`src/rtl/aclk_key_entry.sv`:
```
// Keypad front end of the alarm clock: collects BCD digits into a four-digit key buffer,
// selects what the display shows, and issues load strobes for the time and alarm registers.
module aclk_key_entry #(
  parameter int unsigned TIMEOUT_SEC = 10
) (
  input  logic       clock,
  input  logic       reset,
  input  logic       one_second,
  input  logic       key_valid,
  input  logic [3:0] key_code,
  output logic [3:0] key_ms_hr,
  output logic [3:0] key_ls_hr,
  output logic [3:0] key_ms_min,
  output logic [3:0] key_ls_min,
  output logic       show_new_time,
  output logic       show_a,
  output logic       load_new_c,
  output logic       load_new_a,
  output logic       key_error
);

  typedef enum logic [1:0] {StShowTime, StKeyEntry, StShowAlarm} state_e;

  localparam logic [3:0] KeyAlarm = 4'd10;
  localparam logic [3:0] KeyTime  = 4'd11;
  localparam logic [3:0] KeyClear = 4'd12;
  localparam logic [7:0] TimeoutLimit = 8'(TIMEOUT_SEC);

  state_e      state_q, state_d;
  // Buffer packed as {ms_hr, ls_hr, ms_min, ls_min}.
  logic [15:0] buf_q, buf_d;
  logic [2:0]  count_q, count_d;
  logic [7:0]  timer_q, timer_d;
  logic        load_c_q, load_c_d;
  logic        load_a_q, load_a_d;
  logic        err_q, err_d;
  logic        is_digit;
  logic        accepted;
  logic        commit_ok;

  assign is_digit = (key_code <= 4'd9);

  // Valid time is 00:00..23:59 with all four digits entered.
  assign commit_ok = (count_q == 3'd4) && (buf_q[15:12] <= 4'd2) &&
                     ((buf_q[15:12] < 4'd2) || (buf_q[11:8] <= 4'd3)) &&
                     (buf_q[7:4] <= 4'd5);

  // Next-state logic: key handling first, then the inactivity timer.
  always_comb begin
    state_d  = state_q;
    // The buffer survives the strobe cycle so the consumer can sample it, then clears.
    buf_d    = (load_c_q || load_a_q) ? 16'h0000 : buf_q;
    count_d  = count_q;
    timer_d  = timer_q;
    load_c_d = 1'b0;
    load_a_d = 1'b0;
    err_d    = 1'b0;
    accepted = 1'b0;

    if (key_valid) begin
      case (state_q)
        StShowTime, StShowAlarm: begin
          if (is_digit) begin
            buf_d    = {12'h000, key_code};
            count_d  = 3'd1;
            state_d  = StKeyEntry;
            accepted = 1'b1;
          end else if (key_code == KeyAlarm) begin
            state_d  = (state_q == StShowTime) ? StShowAlarm : StShowTime;
            accepted = 1'b1;
          end
        end
        StKeyEntry: begin
          if (is_digit) begin
            buf_d    = {buf_q[11:0], key_code};
            count_d  = (count_q == 3'd4) ? 3'd4 : count_q + 3'd1;
            accepted = 1'b1;
          end else if (key_code == KeyClear) begin
            buf_d    = 16'h0000;
            count_d  = 3'd0;
            accepted = 1'b1;
          end else if (key_code == KeyTime || key_code == KeyAlarm) begin
            accepted = 1'b1;
            if (commit_ok) begin
              load_c_d = (key_code == KeyTime);
              load_a_d = (key_code == KeyAlarm);
              count_d  = 3'd0;
              state_d  = StShowTime;
            end else begin
              err_d = 1'b1;
            end
          end
        end
        default: state_d = StShowTime;
      endcase
    end

    if (accepted || (state_d != state_q)) begin
      timer_d = 8'd0;
    end else if (one_second && (state_q != StShowTime)) begin
      if (timer_q + 8'd1 == TimeoutLimit) begin
        state_d = StShowTime;
        buf_d   = 16'h0000;
        count_d = 3'd0;
        timer_d = 8'd0;
      end else begin
        timer_d = timer_q + 8'd1;
      end
    end
  end

  // State and output registers.
  always_ff @(posedge clock or posedge reset) begin
    if (reset) begin
      state_q  <= StShowTime;
      buf_q    <= 16'h0000;
      count_q  <= 3'd0;
      timer_q  <= 8'd0;
      load_c_q <= 1'b0;
      load_a_q <= 1'b0;
      err_q    <= 1'b0;
    end else begin
      state_q  <= state_d;
      buf_q    <= buf_d;
      count_q  <= count_d;
      timer_q  <= timer_d;
      load_c_q <= load_c_d;
      load_a_q <= load_a_d;
      err_q    <= err_d;
    end
  end

  assign key_ms_hr     = buf_q[15:12];
  assign key_ls_hr     = buf_q[11:8];
  assign key_ms_min    = buf_q[7:4];
  assign key_ls_min    = buf_q[3:0];
  assign show_new_time = (state_q == StKeyEntry);
  assign show_a        = (state_q == StShowAlarm);
  assign load_new_c    = load_c_q;
  assign load_new_a    = load_a_q;
  assign key_error     = err_q;

endmodule

```
`config.mk`:
```
export PLATFORM = sky130hd
export DESIGN_NAME = aclk_key_entry
export DESIGN_NICKNAME = d
export VERILOG_FILES = /design/src/rtl/aclk_key_entry.sv
export SDC_FILE = /design/constraint.sdc
export NUM_CORES = 1
export LEC_CHECK = 0
export ABC_AREA = 1
export CORE_ASPECT_RATIO = 0.6
export CORE_MARGIN = 4
export CORE_UTILIZATION = 30
export CTS_BUF_LIST = sky130_fd_sc_hd__clkbuf_4
export DETAILED_ROUTE_END_ITERATION = 12
export GPL_TIMING_DRIVEN = 0
export PLACE_DENSITY_LB_ADDON = 0.2
export SYNTH_ARGS = -nofsm -noshare
export SYNTH_HDL_FRONTEND = slang
export SYNTH_SLANG_ARGS = --single-unit
export TNS_END_PERCENT = 20
```
`constraint.sdc`:
```
create_clock -name clock -period 1.8 [get_ports clock]
set_input_delay 0.18 -clock clock [delete_from_list [all_inputs] [get_ports clock]]
set_output_delay 0.18 -clock clock [all_outputs]
set_load 0.01 [all_outputs]
```
==> reports/metrics.cfg <==
[status]
outcome = finished, final reports clean

[worst_setup_path]
critPathLaunch = timer_q[0]
cp_slowest_stage_delay_ns = 0.45
worstReg2RegStart = timer_q[0]
crit_required_ns = 2.03
crit_fanout = 5
path_delay_family = simple AND/OR/NAND/NOR gates
crit_type = reg2reg
crit_path_frequent_cell = nor2_4
ff2ff_path_depth = 9
reg2reg_slack_ns = 0.002
critPathSlowestCell = dfrtp_2
rr_endpoint = state_q[0]
worstSetupEndpointType = flop
path_buf_inv = 2
path_cells = ha_4 > xor2_1 > a21oi_1 > nand2_2 > nor2_4 > inv_2 > nor2_4 > buf_6 > nor2_1
worstPathArrival_ns = 2.03
critPathLaunchType = flop

[floorplan]
start_util = 0.308
dieArea_um2 = 8280
ios = 29
core_um2 = 6680
die_height_um = 72.1
rows = 23
die_x_um = 115

[yosys]
synth_xor_area_frac = 0.00426
netlist_area_um2 = 2060
synthSimpleGateAreaFrac = 0.348
ys_seq_area_frac = 0.390
syn_avg_cell_area_um2 = 6.97
synthArstFlopShare = 1.00
synthAdderAreaFrac = 0.0243
synth.distinct_cells = 31
synth_warnings = 0
synth_top_family_by_area = simple AND/OR/NAND/NOR gates
syn-num-nets = 307
synthMuxAreaShare = 0
synth_compound_area_frac = 0.121
ys.flop_type = dfrtp_1
synthCells = 295
ys_seq_elements = 32
synth_edf_count = 0

[timing]
holdWs_ns = 0.207
clock-skew-final_ns = 0.0162
setup_viol = 0
finalHoldViolCount = 0
slew_headroom = 0.533
slew_violations = 0
grt_setup_unrepaired = yes
tns_ns = 0
fin_crit_ns = 1.80
finalCritPeriodShare = 0.999
fmax_ghz = 0.556
worst_pin_slew_ns = 0.700
fin_ws_ns = 0.00163

[cells_and_area]
final_common_cell = nand2_1
diodes = 0
final_nets = 360
layout-drive-gt1-share = 0.241
syn_to_final_growth_pct = 36.1
layout.cells.non_filler = 435
final_cell_mix = nand2_1 (63), inv_1 (42), nor2_1 (38)

[run]
drv_cap = 0

[route]
routed-wl-met2_mm = 2.22
viasPerCell = 4.74
met3_length_um = 450
highest_layer = met4
drt-total-wl_mm = 5.93
route.vias.total = 2064
wl_met1_mm = 3.19
ant_nets = 0
avgRoutedWirePerCell_um = 13.6
drc_errors = 0
firstDrtPassIters = 4
drt_first_iter_violations = 173

[clock_network]
cts.sinks = 32
root_buffer = clkbuf_4
insertion_delay_ns = 0.35
clock_path_buffers = 2
cts_max_level = 2
path_clk_slew_ns = 0.11
cts_tree = done
holdBufCountCts = 0
cts_buffers = 5

[placement]
gp_congestion = 0.895
numPlacedInstances = 409
place_hpwl_mm = 4.27
pre_cts_ws_ns = -0.356
port_buffers = 27

[global_route]
grt_max_degree = 33
grt-ovfl-total = 0
grt.total_usage = 0.147
grt_pass1_wl_mm = 9.62
antenna_found_initial = 0
first_global_vias = 1888

[pwr]
p_per_area_nw_per_um2 = 830
p_leak_nw = 1.32
vdd_drop_max_uv = 367

[hold_path]
hold_class = in2reg
whs_endpoint = load_new_a
worstHoldPathCells = 3
hold_start = key_valid

repair_timing:
item,in CTS,in global routing
setup endpoints to repair,30,30
cloned,0,1
buffers inserted,9,9
hold endpoints to repair,0,0
pin swaps,3,9
resized for setup,17,36
layout make-up:
| type | count | area (um2) |
|---|---|---|
| plain buffers | 5 | 48.8 |
| repair buffers | 46 | 429 |
| clock buffers | 5 | 37.5 |
| clock inverters | 2 | 12.5 |
| inverters | 52 | 204 |
| well taps | 87 | 109 |
| multi-input cells | 206 | 1150 |
| fillers | 692 | 3880 |
| flip-flops and latches | 32 | 807 |
power breakdown:
part           leakage, nW  switching [mW]  internal, mW
sequential           0.423          0.0908         0.824
clock               0.0271           0.272         0.142
combinational        0.872           0.556         0.437
Yosys cell counts (4+ instances only):
| master | n | area [um2] |
|---|---|---|
| dfrtp_1 | 32 | 801 |
| nor3_1 | 4 | 20.0 |
| nand2_2 | 4 | 25.0 |
| nor2_1 | 40 | 150 |
| nor2_2 | 13 | 81.3 |
| nand3_1 | 15 | 75.1 |
| a21oi_1 | 5 | 25.0 |
| o21ai_0 | 21 | 105 |
| nand2_1 | 71 | 267 |
| a31oi_1 | 7 | 43.8 |
| inv_1 | 49 | 184 |
| ha_1 | 4 | 50.1 |
layer usage:
| layer | vias up | global-route usage |
|---|---|---|
| met1 | 952 | 0.243 |
| met2 | 63 | 0.187 |
| met3 | 7 | 0.0358 |
| met5 | - | 0 |
| li1 | 1042 | - |
| met4 | 0 | 0.0313 |
metrics by stage:
step,area [um2],power [mW],util
2_1_floorplan,2060,1.40,-
3_3_place_gp,2430,1.72,0.365
3_5_place_dp,2430,1.73,0.365
4_1_cts,2600,2.23,0.390
5_1_grt,2800,2.49,0.419
6_report,2800,2.32,0.419
how the worst max path moves through the flow:
stage | cells past startpoint | endpoint | slack (ns)
5_1_grt | 11 | state_q[0] | -0.09
4_1_cts | 13 | state_q[1] | 0.005
6_report | 9 | state_q[0] | 0.002
3_5_place_dp | 11 | buf_q[2] | -0.36
3_3_place_gp | 11 | buf_q[1] | -0.40
2_1_floorplan | 9 | buf_q[1] | 0.11
sequential cells by signal (all words and copies together) (netlist names):
register,count
load_new_a,1
load_new_c,1
buf_q,16
state_q,2
timer_q,8
count_q,3
key_error,1
cells by family after synthesis:
family | after synthesis
buf+inv | 57
flops | 32
simple gates | 158
fa+ha+maj | 4
compound gates | 43
xor+xnor | 1
worst register-to-register path: stages, from the launching register on:
cell and delay (ns):
dfrtp_2 0.45, ha_4 0.19, xor2_1 0.18, a21oi_1 0.19, nand2_2 0.09, nor2_4 0.15, inv_2 0.06, nor2_4 0.17
buf_6 0.16, nor2_1 0.06
(Power assumes the default switching activity.)
